--- src/rtl/trig_rx_pkg.sv ---
// Shared types and constants for the trigger frame receiver.
package trig_rx_pkg;

    // Serial byte receiver states.
    typedef enum logic [1:0] {
        StIdle,
        StStart,
        StData,
        StStop
    } rx_state_e;

    // Frame assembler states.
    typedef enum logic {
        StCollect,
        StDiscard
    } asm_state_e;

    localparam int unsigned MAX_SYMBOLS  = 4;
    localparam logic [7:0]  DEFAULT_TERM = 8'h0D;

endpackage

--- src/rtl/rx_byte.sv ---
// 8N1 byte receiver: start-bit qualification, mid-bit sampling, stop-bit check.
module rx_byte
    import trig_rx_pkg::*;
#(
    parameter int unsigned CLKS_PER_BIT = 16
) (
    input  logic       clk,
    input  logic       rst,
    input  logic       rx,
    output logic [7:0] data,
    output logic       byte_valid,
    output logic       byte_err
);

    localparam int unsigned CntW = $clog2(CLKS_PER_BIT);
    localparam logic [CntW-1:0] FullCnt = CntW'(CLKS_PER_BIT - 1);
    localparam logic [CntW-1:0] HalfCnt = CntW'(CLKS_PER_BIT / 2 - 1);

    rx_state_e       state_q, state_d;
    logic [CntW-1:0] cnt_q, cnt_d;
    logic [2:0]      bit_q, bit_d;
    logic [7:0]      shift_q, shift_d;
    logic            valid_q, valid_d;
    logic            err_q, err_d;

    // Receiver state, bit timer and shift register.
    always_ff @(posedge clk) begin
        if (rst) begin
            state_q <= StIdle;
            cnt_q   <= '0;
            bit_q   <= '0;
            shift_q <= '0;
            valid_q <= 1'b0;
            err_q   <= 1'b0;
        end else begin
            state_q <= state_d;
            cnt_q   <= cnt_d;
            bit_q   <= bit_d;
            shift_q <= shift_d;
            valid_q <= valid_d;
            err_q   <= err_d;
        end
    end

    // Next-state: the start bit is checked half a bit in, then every bit mid-cell.
    always_comb begin
        state_d = state_q;
        cnt_d   = cnt_q;
        bit_d   = bit_q;
        shift_d = shift_q;
        valid_d = 1'b0;
        err_d   = 1'b0;
        unique case (state_q)
            StIdle: begin
                if (!rx) begin
                    state_d = StStart;
                    cnt_d   = '0;
                end
            end
            StStart: begin
                if (cnt_q == HalfCnt) begin
                    cnt_d   = '0;
                    bit_d   = '0;
                    // A high line here was only a glitch.
                    state_d = rx ? StIdle : StData;
                end else begin
                    cnt_d = cnt_q + 1'b1;
                end
            end
            StData: begin
                if (cnt_q == FullCnt) begin
                    cnt_d   = '0;
                    shift_d = {rx, shift_q[7:1]};
                    bit_d   = bit_q + 3'd1;
                    if (bit_q == 3'd7) begin
                        state_d = StStop;
                    end
                end else begin
                    cnt_d = cnt_q + 1'b1;
                end
            end
            StStop: begin
                if (cnt_q == FullCnt) begin
                    cnt_d   = '0;
                    valid_d = rx;
                    err_d   = !rx;
                    state_d = StIdle;
                end else begin
                    cnt_d = cnt_q + 1'b1;
                end
            end
            default: state_d = StIdle;
        endcase
    end

    assign data       = shift_q;
    assign byte_valid = valid_q;
    assign byte_err   = err_q;

endmodule

--- src/rtl/trig_frame_rx.sv ---
// Serial command-frame receiver: packs up to four symbols and publishes on terminator.
module trig_frame_rx
    import trig_rx_pkg::*;
#(
    parameter int unsigned CLKS_PER_BIT = 16,
    parameter logic [7:0]  TERM         = DEFAULT_TERM,
    parameter int unsigned PRIEM_LEN    = 2
) (
    input  logic       clk,
    input  logic       rst,
    input  logic       rx,
    output logic [7:0] Trig_1,
    output logic [7:0] Trig_2,
    output logic [7:0] Trig_3,
    output logic [7:0] Trig_4,
    output logic       priem,
    output logic       frame_err,
    output logic       busy
);

    localparam logic [15:0] PcntInit = 16'(PRIEM_LEN - 1);
    localparam logic [2:0]  MaxCnt   = 3'(MAX_SYMBOLS);

    logic [7:0] rx_data;
    logic       byte_valid;
    logic       byte_err;

    rx_byte #(
        .CLKS_PER_BIT(CLKS_PER_BIT)
    ) u_rx_byte (
        .clk       (clk),
        .rst       (rst),
        .rx        (rx),
        .data      (rx_data),
        .byte_valid(byte_valid),
        .byte_err  (byte_err)
    );

    asm_state_e                        asm_q, asm_d;
    logic [2:0]                        count_q, count_d;
    logic [MAX_SYMBOLS-1:0][7:0]       slot_q, slot_d;
    logic [MAX_SYMBOLS-1:0][7:0]       trig_q, trig_d;
    logic                              priem_q, priem_d;
    logic [15:0]                       pcnt_q, pcnt_d;
    logic                              ferr_q, ferr_d;

    // Assembler state, frame slots and published outputs.
    always_ff @(posedge clk) begin
        if (rst) begin
            asm_q   <= StCollect;
            count_q <= '0;
            slot_q  <= '0;
            trig_q  <= '0;
            priem_q <= 1'b1;
            pcnt_q  <= '0;
            ferr_q  <= 1'b0;
        end else begin
            asm_q   <= asm_d;
            count_q <= count_d;
            slot_q  <= slot_d;
            trig_q  <= trig_d;
            priem_q <= priem_d;
            pcnt_q  <= pcnt_d;
            ferr_q  <= ferr_d;
        end
    end

    // Next-state: frame assembly, publish and discard handling.
    always_comb begin
        asm_d   = asm_q;
        count_d = count_q;
        slot_d  = slot_q;
        trig_d  = trig_q;
        priem_d = priem_q;
        pcnt_d  = pcnt_q;
        ferr_d  = 1'b0;

        // Hold priem low for PRIEM_LEN cycles after a publish.
        if (!priem_q) begin
            if (pcnt_q != '0) begin
                pcnt_d = pcnt_q - 16'd1;
            end else begin
                priem_d = 1'b1;
            end
        end

        if (byte_err) begin
            ferr_d  = 1'b1;
            count_d = '0;
            slot_d  = '0;
            asm_d   = (count_q == '0) ? StCollect : StDiscard;
        end else if (byte_valid) begin
            unique case (asm_q)
                StCollect: begin
                    if (rx_data == TERM) begin
                        // An empty frame terminator is silently ignored.
                        if (count_q != '0) begin
                            trig_d  = slot_q;
                            priem_d = 1'b0;
                            pcnt_d  = PcntInit;
                            count_d = '0;
                            slot_d  = '0;
                        end
                    end else if (count_q == MaxCnt) begin
                        ferr_d  = 1'b1;
                        count_d = '0;
                        slot_d  = '0;
                        asm_d   = StDiscard;
                    end else begin
                        slot_d[count_q[1:0]] = rx_data;
                        count_d              = count_q + 3'd1;
                    end
                end
                StDiscard: begin
                    if (rx_data == TERM) begin
                        asm_d = StCollect;
                    end
                end
                default: asm_d = StCollect;
            endcase
        end
    end

    assign Trig_1    = trig_q[0];
    assign Trig_2    = trig_q[1];
    assign Trig_3    = trig_q[2];
    assign Trig_4    = trig_q[3];
    assign priem     = priem_q;
    assign frame_err = ferr_q;
    assign busy      = (count_q != '0);

endmodule

--- config.mk ---
export PLATFORM = sky130hd
export DESIGN_NAME = trig_frame_rx
export DESIGN_NICKNAME = d
export VERILOG_FILES = /design/src/rtl/trig_rx_pkg.sv /design/src/rtl/rx_byte.sv /design/src/rtl/trig_frame_rx.sv
export SDC_FILE = /design/constraint.sdc
export NUM_CORES = 1
export LEC_CHECK = 0
export ABC_CLOCK_PERIOD_IN_PS = 2500
export BUFFER_PORTS_ARGS = -buffer_cell sky130_fd_sc_hd__buf_4
export CELL_PAD_IN_SITES_DETAIL_PLACEMENT = 1
export CELL_PAD_IN_SITES_GLOBAL_PLACEMENT = 1
export CORE_ASPECT_RATIO = 1.2
export CORE_MARGIN = 5
export CORE_UTILIZATION = 40
export DETAILED_ROUTE_END_ITERATION = 8
export MAX_ROUTING_LAYER = met4
export PLACE_DENSITY_LB_ADDON = 0.1
export SLEW_MARGIN = 20
export SYNTH_ARGS = -nofsm -noshare
export SYNTH_HDL_FRONTEND = slang
export SYNTH_SLANG_ARGS = --single-unit
--- constraint.sdc ---
create_clock -name clk -period 2.5 [get_ports clk]
set_clock_uncertainty 0.2 [all_clocks]
set_input_delay 0 -clock clk [delete_from_list [all_inputs] [get_ports clk]]
set_output_delay 0 -clock clk [all_outputs]
set_load 0.02 [all_outputs]
After elaboration in Yosys (flattened, before gate mapping):

Cells that the tools add are included.

* bitwise operators: 4
* mux-type cells: 47
* magnitude comparators: 2
* add/subtract/negate cells: 4
* equal/unequal tests: 14
* reduce and logical (&&, ||, !) cells: 16

Operator list (count)
* $mux 16: 7
* $mux 32: 3
* $bwmux 32: 1
* $demux 8 s2: 1
* $mux 1: 16
* $reduce_bool 16->1: 1
* $sub 16x1->16 const B: 1
* $mux 3: 5
* $mux 2: 6
* $mux 4: 3
* $pmux 4 s3: 1
* $reduce_and 5->1: 2
* $eq 8x4->1 const B: 1
* $mux 8: 1
* $ne 2x1->1 const B: 4
* $pmux 2 s4: 1
* $add 3x1->3 const B: 2
* $eq 3x3->1 const B: 2
* $pmux 3 s2: 1
* $reduce_and 3->1: 2
* $add 4x1->4 const B: 1
* $eq 2x2->1 const B: 2
* $eq 4x3->1 const B: 1
* $eq 4x4->1 const B: 1
* 15 further kinds: 21

* logic and storage cells: 106
* output and inout bits: 35
* bits of input ports: 3
* register bits after elaboration: 105

Depth between registers and ports, before layout:

Gate-level depths: netlist of run 1.

* word-level depth: 8
* depth in mapped cells: 8

Cells and area by module:

A second synthesis of run 1 with hierarchy kept.

* cells, all modules: 544
* area, all modules: 4699.5 um2

Modules (own cells, without submodules)
* trig_frame_rx: seq. area each 1721.7 um2, times used 1, area each 3818.7 um2, cells each 446
* rx_byte: seq. area each 380.4 um2, times used 1, area each 880.8 um2, cells each 98

Worst setup path before layout of run 1:

No wires, ideal clock.

* path kind: register to register
* start: register count_q[0]
* end: register pcnt_q[2]
* cell stages (with the launch flop): 9
* path buffers: 1
* period minus slack after synthesis: 2.327 ns
* data required time: 2.226 ns
* slack: 0.173 ns
* data arrival time: 2.053 ns
* cell sequence: dfxtp_1 > inv_1 > ha_1 > and2b_1 > inv_1 > a41oi_1 > clkbuf_1 > nand2_1 > o21ai_0

* longest elaborated chain between the ends: 6

Ends and longest elaborated chain
* from (decl): RTL line trig_frame_rx.sv:40 `logic [2:0] count_q, count_d;`
* from (signal assigned): RTL line trig_frame_rx.sv:59 `count_q <= count_d;`
* $reduce_bool 3->1
* via busy: RTL line trig_frame_rx.sv:18 `output logic busy`
* $mux 16: RTL line trig_frame_rx.sv:97 `if (count_q != '0) begin`
* $mux 16: RTL line trig_frame_rx.sv:95 `if (rx_data == TERM) begin`
* $mux 16: RTL line trig_frame_rx.sv:93 `unique case (asm_q)`
* $mux 16: RTL line trig_frame_rx.sv:92 `end else if (byte_valid) begin`
* $mux 16: RTL line trig_frame_rx.sv:87 `if (byte_err) begin`
* to (signal assigned): RTL line trig_frame_rx.sv:63 `pcnt_q <= pcnt_d;`
* to (decl): RTL line trig_frame_rx.sv:44 `logic [15:0] pcnt_q, pcnt_d;`

The timed path passes the listed nets, and every way through them passes these cells.
A chain may end at the register's enable or synchronous reset.

Worst setup path in the final report of run 1:

* start: register u_rx_byte.shift_q[5] (netlist: u_rx_byte.data[5])
* end: register trig_q, in the netlist Trig_4[5]

* longest elaborated chain between the ends: 2

Ends and longest elaborated chain
* from (decl): RTL line rx_byte.sv:22 `logic [7:0] shift_q, shift_d;`
* from (signal assigned): RTL line rx_byte.sv:39 `shift_q <= shift_d;`
* $eq 8x4->1: RTL line trig_frame_rx.sv:95
* $reduce_and 5->1 (no line)
* to (signal assigned): RTL line trig_frame_rx.sv:61 `trig_q <= trig_d;`
* to (decl): RTL line trig_frame_rx.sv:42 `logic [MAX_SYMBOLS-1:0][7:0] trig_q, trig_d;`

Every way passes these cells.

==> summary.txt, run 1 <==
Clocking
  – Clock root cell: clkbuf_16
  – H-tree Lvls: 3
  – CTS Buf Count: 9
  – CTS tree: done
  – Clock latency on the worst-skew pair: 340 ps
  – Max Root-Sink Buffers: 2
  – Clock sink count: 105
  – Worst-path clk slew: 70 ps

Yosys
  – Avg Synthesized Cell Area: 8.44 um2
  – Commonest register cell after synthesis: dfxtp_1
  – Cells after Synth: 524
  – Most frequent cell after synthesis: nand2_1
  – Top cell type's share of synthesized area: 0.475
  – Synth top area cells: dfxtp_1, nand2_1, a21oi_1, o21ai_0, inv_1
  – Post-synth top cells: nand2_1, dfxtp_1, a21oi_1, o21ai_0, inv_1
  – Sequential area share after synthesis: 0.475
  – Syn nets: 536
  – Async set-reset flop share out of synthesis: 0
  – Count of state elements after synthesis: 105
  – Distinct cells, synth: 54
  – Largest area contributor in the netlist: dfxtp_1
  – Syn. warnings: 0
  – Synth Cell Area: 4420 um2
  – Post-synth EDFFs: 0

GRT
  – Pin count of the biggest net entering global routing: 56
  – Vias in the first global route: 3925
  – Grt total ovfl: 0
  – Antenna violations before repair: 0
  – First-pass GRT wire length: 19.1 mm
  – GRT Total Usage: 0.179

Worst setup path
  – Setup crit end kind: register
  – Crit start category: register
  – Worst EP required: 2570 ps
  – RR Startpoint: u_rx_byte.data[5]
  – Critical Path Source: u_rx_byte.data[5]
  – Critical Path AT: 2420 ps
  – Critical setup path kind: reg -> reg
  – Worst-path maximum fanout: 22
  – Worst reg2reg path depth: 5

Power
  – Combinational Power Share: 0.021
  – Total internal power: 2390 uW
  – VDD IR max: 0.000269 V
  – Sw Pwr: 693 uW
  – Clock power frac: 0.433
  – Net Sw Frac: 0.225
  – P_leak: 0.00184 uW
  – Flop pwr share: 0.546
  – Pwr dens: 592 nW/um2

Floorplanning
  – Core Box Area: 10900 um2
  – IO Pins: 38
  – Initial Util: 0.405
  – Die Area: 13300 um2
  – Die X: 106 um
  – Placement row count: 42
  – Die Y: 125 um

STA
  – Final setup vio count: 0
  – Worst-margin pin slew: 708 ps
  – Tmin final: 2350 ps
  – Final TNS setup: 0 ps
  – Final WS setup: 152 ps
  – Hold Fails Final Rpt: 0
  – RSZ-0062 raised after global routing: false
  – Max_slew headroom: 0.528
  – Fin. max-slew vios: 0
  – Max Freq: 0.426 GHz
  – Fin crit share: 0.939

Drt
  – Starting DRT DRC Count: 87
  – Via count: 3816
  – DRC Markers: 0
  – TritonRoute pass-1 iters: 4
  – DRT Wirelength: 11.0 mm
  – Post-DRT Antenna Nets: 0
  – Wire per inst: 15.6 um
  – Vias/cell: 5.41

Place
  – Place WS: 152 ps
  – Port Buf Inserts: 37
  – Post-DP Area: 4890 um2
  – Post-DP HPWL: 7.73 mm
  – Gpl congestion: 0.863

Finish
  – Number of nets in the layout: 580
  – Area delta synth->final: 17.6%
  – Share of cells above drive strength 1: 0.150
  – Antenna diodes: 0
  – Final instance area: 5200 um2
  – Fillers: 1308

Outcome
  – Status: finished clean

Hold path
  – Hold path cells: 3
  – Hold Crit Start: rx
  – Worst hold path type: in -> reg

Job
  – Max Cap Viol: 0
==> per-layer routing <==
metal,share of wire,GRT usage
met3,0.031,0.0387
met2,0.48,0.299
met5,0,-
met1,0.47,0.221
met4,0.011,0.0457
==> flip-flops by register name (all words and copies together), names as in the netlist, 3 cells and up, named ones only <==
signal	flops
slot_q	32
pcnt_q	16
Trig_1	8
Trig_2	8
Trig_3	8
Trig_4	8
u_rx_byte.data	8
u_rx_byte.cnt_q	4
count_q	3
u_rx_byte.bit_q	3
==> worst max-delay path, stage by stage, from the launching register on <==
cell	delay, ps
dfxtp_1	380
or4_1	730
nor4_4	400
buf_4	320
nand2_1	110
a21oi_1	140
==> worst paths after layout <==
path	to	slack, ps
setup reg to reg	Trig_4[5]	150
setup / recovery	Trig_4[5]	150
hold / removal	u_rx_byte.byte_err	240
hold reg to reg	Trig_4[2]	260
==> placed cells by master, fill, tap and decap left out, types with 2 or more instances in the layout <==
cell type,n
a21oi_1,61
a22oi_1,2
nor2_1,17
a311oi_1,2
or4_1,3
dfxtp_1,105
nand3_1,5
dlygate4sd3_1,2
nor3b_1,4
buf_4,58
a2111oi_0,2
inv_1,35
a41oi_1,2
clkbuf_16,9
a2111oi_2,3
o211ai_1,2
or3b_2,2
nand3b_1,4
mux2i_1,8
ha_1,9
nand2b_1,11
nand2_1,110
a32o_1,3
a211oi_1,3
and3_1,2
and2_1,3
o21ai_0,44
o31ai_1,2
a22o_1,5
a2111o_1,4
clkinvlp_4,2
inv_8,2
nor4b_1,3
a31oi_1,4
nor4_1,5
nand4_1,4
or2_2,2
or3_1,4
nor3_1,5
==> cells by family (layout without fill, tap and decap cells) <==
group	count (synthesis)	count (layout)	share of synthesized area
buffers and inverters	62	111	0.0586
AND/OR/NAND/NOR	194	194	0.215
flip-flops	105	105	0.475
multiplexers	9	9	0.0207
adder cells (fa/ha/maj)	9	9	0.0255
AO/OA/AOI/OAI	144	144	0.203
XOR/XNOR	1	1	0.00198
==> per-stage QoR <==
step / util / cells / hold slack, ps / power (uW)
after floorplan: - / 524 / -123 / 1760
after global placement: 0.448 / 687 / 46.1 / 1780
after detailed placement: 0.448 / 687 / 43.7 / 1780
after CTS: 0.475 / 705 / 219 / 3130
after global routing: 0.476 / 705 / 261 / 3210
final: 0.476 / 705 / 240 / 3080
==> area by class of cell <==
type                    count  area, um2  share of cell area
repair buffers             60        455              0.0876
clock buffers              10        229              0.0440
inverters                  35        131              0.0253
multi-input cells         357       2070               0.397
flip-flops and latches    105       2100               0.404
well taps                 132        165              0.0318
clock inverters             6       51.3             0.00986
==> power by group through the flow <==
stage | Sequential (uW) | Combinational (uW) | Clock (uW)
after floorplan | 1710 | 46.0 | 0
after global placement | 1720 | 59.9 | 0
after detailed placement | 1720 | 61.3 | 0
after global routing | 1680 | 72.0 | 1460
final | 1680 | 63.7 | 1330
after CTS | 1680 | 63.7 | 1380
==> what timing repair did <==
item                                    CTS  global route
setup buffers                             0             0
hold buffers                              2             0
endpoints found under the hold margin    11             0
endpoints found under the setup margin    0            15
gates resized for setup                   0             1
Power figures use the tool's default switching activity.
==> run 2: changes to the inputs <==
--- a/config.mk
+++ b/config.mk
@@ -14,7 +14,7 @@
 export CORE_UTILIZATION = 40
 export DETAILED_ROUTE_END_ITERATION = 8
 export MAX_ROUTING_LAYER = met4
-export PLACE_DENSITY_LB_ADDON = 0.1
+export PLACE_DENSITY = 0.77
 export SLEW_MARGIN = 20
 export SYNTH_ARGS = -nofsm -noshare
 export SYNTH_HDL_FRONTEND = slang
==> summary.txt, run 2 (synthesis results as in run 1) <==
Outcome
  – Status: finished clean

Job
  – Max Cap Viol: 0

Finish
  – Commonest non-fill, non-tap cell in the layout: nand2_1
  – Fillers: 1320
  – Multi-input logic area: 2070 um2
  – Antenna diodes: 0
  – Flip-flop count of the largest register after layout: 32
  – Biggest regs: slot_q x32, pcnt_q x16
  – Number of nets in the layout: 577
  – Register area: 2100 um2
  – Area delta synth->final: 18.6%
  – Share of cells above drive strength 1: 0.149
  – Reg with most FFs: slot_q
  – Fin cells: 702
  – Most frequent cells in the layout: nand2_1, dfxtp_1, a21oi_1

STA
  – Final setup vio count: 0
  – Worst-margin pin slew: 682 ps
  – Hold Fails Final Rpt: 0
  – Tmin final: 2360 ps
  – Fin crit share: 0.944
  – Max_slew headroom: 0.543
  – Final WS setup: 139 ps
  – Fin. max-slew vios: 0
  – Hold WS: 217 ps
  – Final TNS setup: 0 ps
  – Max Freq: 0.424 GHz

Drt
  – TritonRoute pass-1 iters: 4
  – Post-DRT Antenna Nets: 0
  – DRC Markers: 0
  – Vias/cell: 5.47
  – Wire per inst: 16.4 um
  – DRT Wirelength: 11.5 mm
  – Via count: 3842
  – Starting DRT DRC Count: 183

Clocking
  – Clock latency on the worst-skew pair: 350 ps
  – Worst-path clk slew: 70 ps
  – Clock sink count: 105
  – Max Root-Sink Buffers: 2
  – H-tree Lvls: 3
  – CTS tree: done
  – Clock root cell: clkbuf_16
  – Post-CTS Setup Bufs: 0
  – CTS Buf Count: 9

Worst setup path
  – Critical setup path kind: reg -> reg
  – Critical Path AT: 2400 ps
  – Worst-path maximum fanout: 7
  – Crit start category: register
  – RR Startpoint: u_rx_byte.data[5]
  – Reg-to-reg slack, setup: 140 ps
  – Critical Path Source: u_rx_byte.data[5]
  – Setup crit end kind: register
  – Worst Setup EP: pcnt_q[1]
  – Worst reg2reg path depth: 4
  – Worst r2r dst: pcnt_q[1]
  – Worst EP required: 2540 ps

Power
  – VDD IR max: 0.000395 V
  – Clock power frac: 0.470
  – Pwr dens: 629 nW/um2
  – Sw Pwr: 707 uW
  – Total internal power: 2590 uW
  – P_leak: 0.00185 uW
  – Flop pwr share: 0.509
  – Total power draw: 3300 uW
  – Net Sw Frac: 0.214
  – Combinational Power Share: 0.021

Floorplanning
  – Core Box Area: 10900 um2
  – Die Y: 125 um
  – Die Area: 13300 um2
  – Placement row count: 42
  – IO Pins: 38
  – Initial Util: 0.405
  – Die X: 106 um

GRT
  – Antenna violations before repair: 0
  – First-pass GRT wire length: 19.9 mm
  – Grt total ovfl: 0
  – Vias in the first global route: 4073
  – GRT Total Usage: 0.188
  – Pin count of the biggest net entering global routing: 56

Place
  – Port Buf Inserts: 37
  – Place WS: 159 ps
  – Placed instance count: 684
  – Gpl congestion: 0.824
  – Post-DP HPWL: 7.83 mm

Hold path
  – Worst hold path type: in -> reg
## run 2: worst min path at each step
stage	from	to	slack (ps)	cells after the start
final	rx	u_rx_byte.byte_err	220	3
after global routing	rx	u_rx_byte.byte_err	230	3
after CTS	rx	u_rx_byte.byte_err	200	3
after detailed placement	rx	u_rx_byte.byte_err	30	2
after global placement	rx	u_rx_byte.byte_err	30	2
after floorplan	rx	u_rx_byte.byte_err	-120	1
## run 2: critical path, cell delays in order (launching register included)
cell and delay (ps):
dfxtp_1 370, or4_1 740, o41ai_4 590, nor2_1 70, mux2_2 260
## run 2: per-stage QoR
step | util | cell area, um2
3_5_place_dp | 0.447 | 4880
3_3_place_gp | 0.447 | 4880
5_1_grt | 0.480 | 5240
4_1_cts | 0.479 | 5230
2_1_floorplan | - | 4420
6_report | 0.480 | 5240
## run 2: area by class of cell
class                      instances  area share
clock buffer                      10      0.0437
clock inverter                     6      0.0188
inverter                          35      0.0251
multi-input combinational        357       0.395
sequential                       105       0.401
tap                              132      0.0315
timing repair buffer              57      0.0849
## run 2: what timing repair did
action,in CTS,in global routing
endpoints found under the hold margin,11,0
hold buffers,2,0
resized for setup,0,3
setup endpoints to repair,0,25
## run 2: layer usage
metal,routed length (um),track usage
met5,0,-
met4,180,0.0556
met3,290,0.0428
met2,5960,0.321
met1,5070,0.222
## run 2: power by group through the flow
stage,Sequential [uW],Clock (uW),Combinational (uW)
after floorplan,1710,0,46.0
after global placement,1720,0,63.7
after detailed placement,1720,0,66.8
after CTS,1680,1590,70.3
after global routing,1680,1670,78.6
final,1680,1550,70.2
==> run 3: changes to the inputs <==
--- a/config.mk
+++ b/config.mk
@@ -15,6 +15,7 @@
 export DETAILED_ROUTE_END_ITERATION = 8
 export MAX_ROUTING_LAYER = met4
 export PLACE_DENSITY = 0.77
+export RECOVER_POWER = 100
 export SLEW_MARGIN = 20
 export SYNTH_ARGS = -nofsm -noshare
 export SYNTH_HDL_FRONTEND = slang
==> summary.txt, run 3 (synthesis results as in run 1) <==
Worst setup path
  – Critical Path AT: 2380 ps
  – Setup crit end kind: register
  – Slowest CP cell: or4_1
  – Worst EP required: 2540 ps
  – CP max stage delay: 740 ps
  – Worst-path maximum fanout: 7
  – Cell chain of the critical path: or4_1, o41ai_4, nor2_1, mux2_2
  – Critical setup path kind: reg -> reg
  – Crit start category: register

GRT
  – GRT Total Usage: 0.188
  – Met3 Track Usage GR: 0.0428
  – Gr busiest metal: met2
  – Pin count of the biggest net entering global routing: 56
  – Routing usage on met2: 0.321
  – Grt total ovfl: 0
  – Antenna violations before repair: 0
  – First-pass GRT wire length: 19.9 mm
  – Vias in the first global route: 4073
  – Met1 usage: 0.222

Clocking
  – H-tree Lvls: 3
  – Clock root cell: clkbuf_16
  – Max Root-Sink Buffers: 2
  – Clock latency on the worst-skew pair: 350 ps
  – CTS tree: done
  – Clock sink count: 105
  – Worst-path clk slew: 70 ps
  – CTS Buf Count: 9

Drt
  – DRT Wirelength: 11.5 mm
  – Via count: 3826
  – Post-DRT Antenna Nets: 0
  – TritonRoute pass-1 iters: 4
  – DRC Markers: 0
  – Starting DRT DRC Count: 190
  – Vias/cell: 5.45
  – Wire per inst: 16.4 um

Outcome
  – Status: finished clean

Power
  – VDD IR max: 0.000395 V
  – Total power draw: 3300 uW
  – Clock power frac: 0.470
  – Net Sw Frac: 0.215
  – Combinational Power Share: 0.021
  – P_leak: 0.00170 uW
  – Sw Pwr: 710 uW
  – Total internal power: 2590 uW
  – Pwr dens: 645 nW/um2
  – Flop pwr share: 0.508

Finish
  – Area delta synth->final: 15.6%
  – Antenna diodes: 0
  – Share of cells above drive strength 1: 0.0877
  – Reg with most FFs: slot_q
  – Final core utilization: 0.468
  – Final instance area: 5110 um2
  – Commonest non-fill, non-tap cell in the layout: nand2_1
  – Flip-flop count of the largest register after layout: 32
  – Fillers: 1326
  – Fin cells: 702
  – Most frequent cells in the layout: nand2_1, dfxtp_1, a21oi_1
  – Multi-input logic area: 2070 um2
  – Biggest regs: slot_q x32, pcnt_q x16
  – Number of nets in the layout: 577
  – Register area: 2100 um2

Floorplanning
  – IO Pins: 38
  – Initial Util: 0.405
  – Core Box Area: 10900 um2
  – Die Y: 125 um
  – Die X: 106 um
  – Placement row count: 42
  – Die Area: 13300 um2

STA
  – Worst-margin pin slew: 686 ps
  – Final WS setup: 152 ps
  – Final setup vio count: 0
  – Tmin final: 2350 ps
  – Fin crit share: 0.939
  – Hold Fails Final Rpt: 0
  – Max Freq: 0.426 GHz
  – Fin. max-slew vios: 0
  – Max_slew headroom: 0.538

Place
  – Placed instance count: 684
  – Post-DP Area: 4880 um2
  – Place WS: 159 ps
  – Post-DP HPWL: 7.83 mm
  – Gpl congestion: 0.824
  – Port Buf Inserts: 37

Job
  – Max Cap Viol: 0

Hold path
  – Worst hold path type: in -> reg
==> run 3: critical path, delay by kind of cell, from the launching register on <==
| family | cells | cell delay [ps] |
|---|---|---|
| and+or+nand+nor | 2 | 810 |
| AOI/OAI and AO/OA | 1 | 590 |
| DFF | 1 | 370 |
| muxes | 1 | 260 |
==> run 3: worst paths after layout <==
kind,from,to,cells past startpoint,slack (ps)
setup / recovery,u_rx_byte.data[5],pcnt_q[1],4,150
hold / removal,rx,u_rx_byte.byte_err,3,210
setup reg to reg,u_rx_byte.data[5],pcnt_q[1],4,150
hold reg to reg,Trig_3[2],Trig_3[2],2,260
==> run 3: cell type report <==
cell class                 count  area share
timing repair buffer          57      0.0614
multi-input combinational    357       0.405
clock buffer                  10      0.0448
sequential                   105       0.411
inverter                      35      0.0257
clock inverter                 6      0.0193
tap                          132      0.0323
==> run 3: per-stage QoR <==
step,TNS [ps],hold slack [ps]
finish,0,213
global route,-3.66,229
CTS,0,199
detailed placement,0,33.6
global placement,0,33.0
floorplan,0,-123
==> run 3: timing repair <==
action / in CTS / in global routing
hold endpoints to repair: 11 / 0
hold buffers: 2 / 0
setup buffers: 0 / 0
resized for setup: 0 / 3
endpoints found under the setup margin: 0 / 25
==> run 3: power groups by stage <==
stage	combinational (uW)	clock (uW)	sequential (uW)
finish	70.1	1550	1680
global route	78.6	1670	1680
CTS	70.3	1590	1680
detailed placement	66.8	0	1720
global placement	63.7	0	1720
floorplan	46.0	0	1710
==> run 3: per-layer routing <==
metal / share of wire / up-vias
li1: - / 1901
met1: 0.44 / 1856
met4: 0.016 / 0
met5: 0 / -
met3: 0.034 / 13
met2: 0.51 / 56
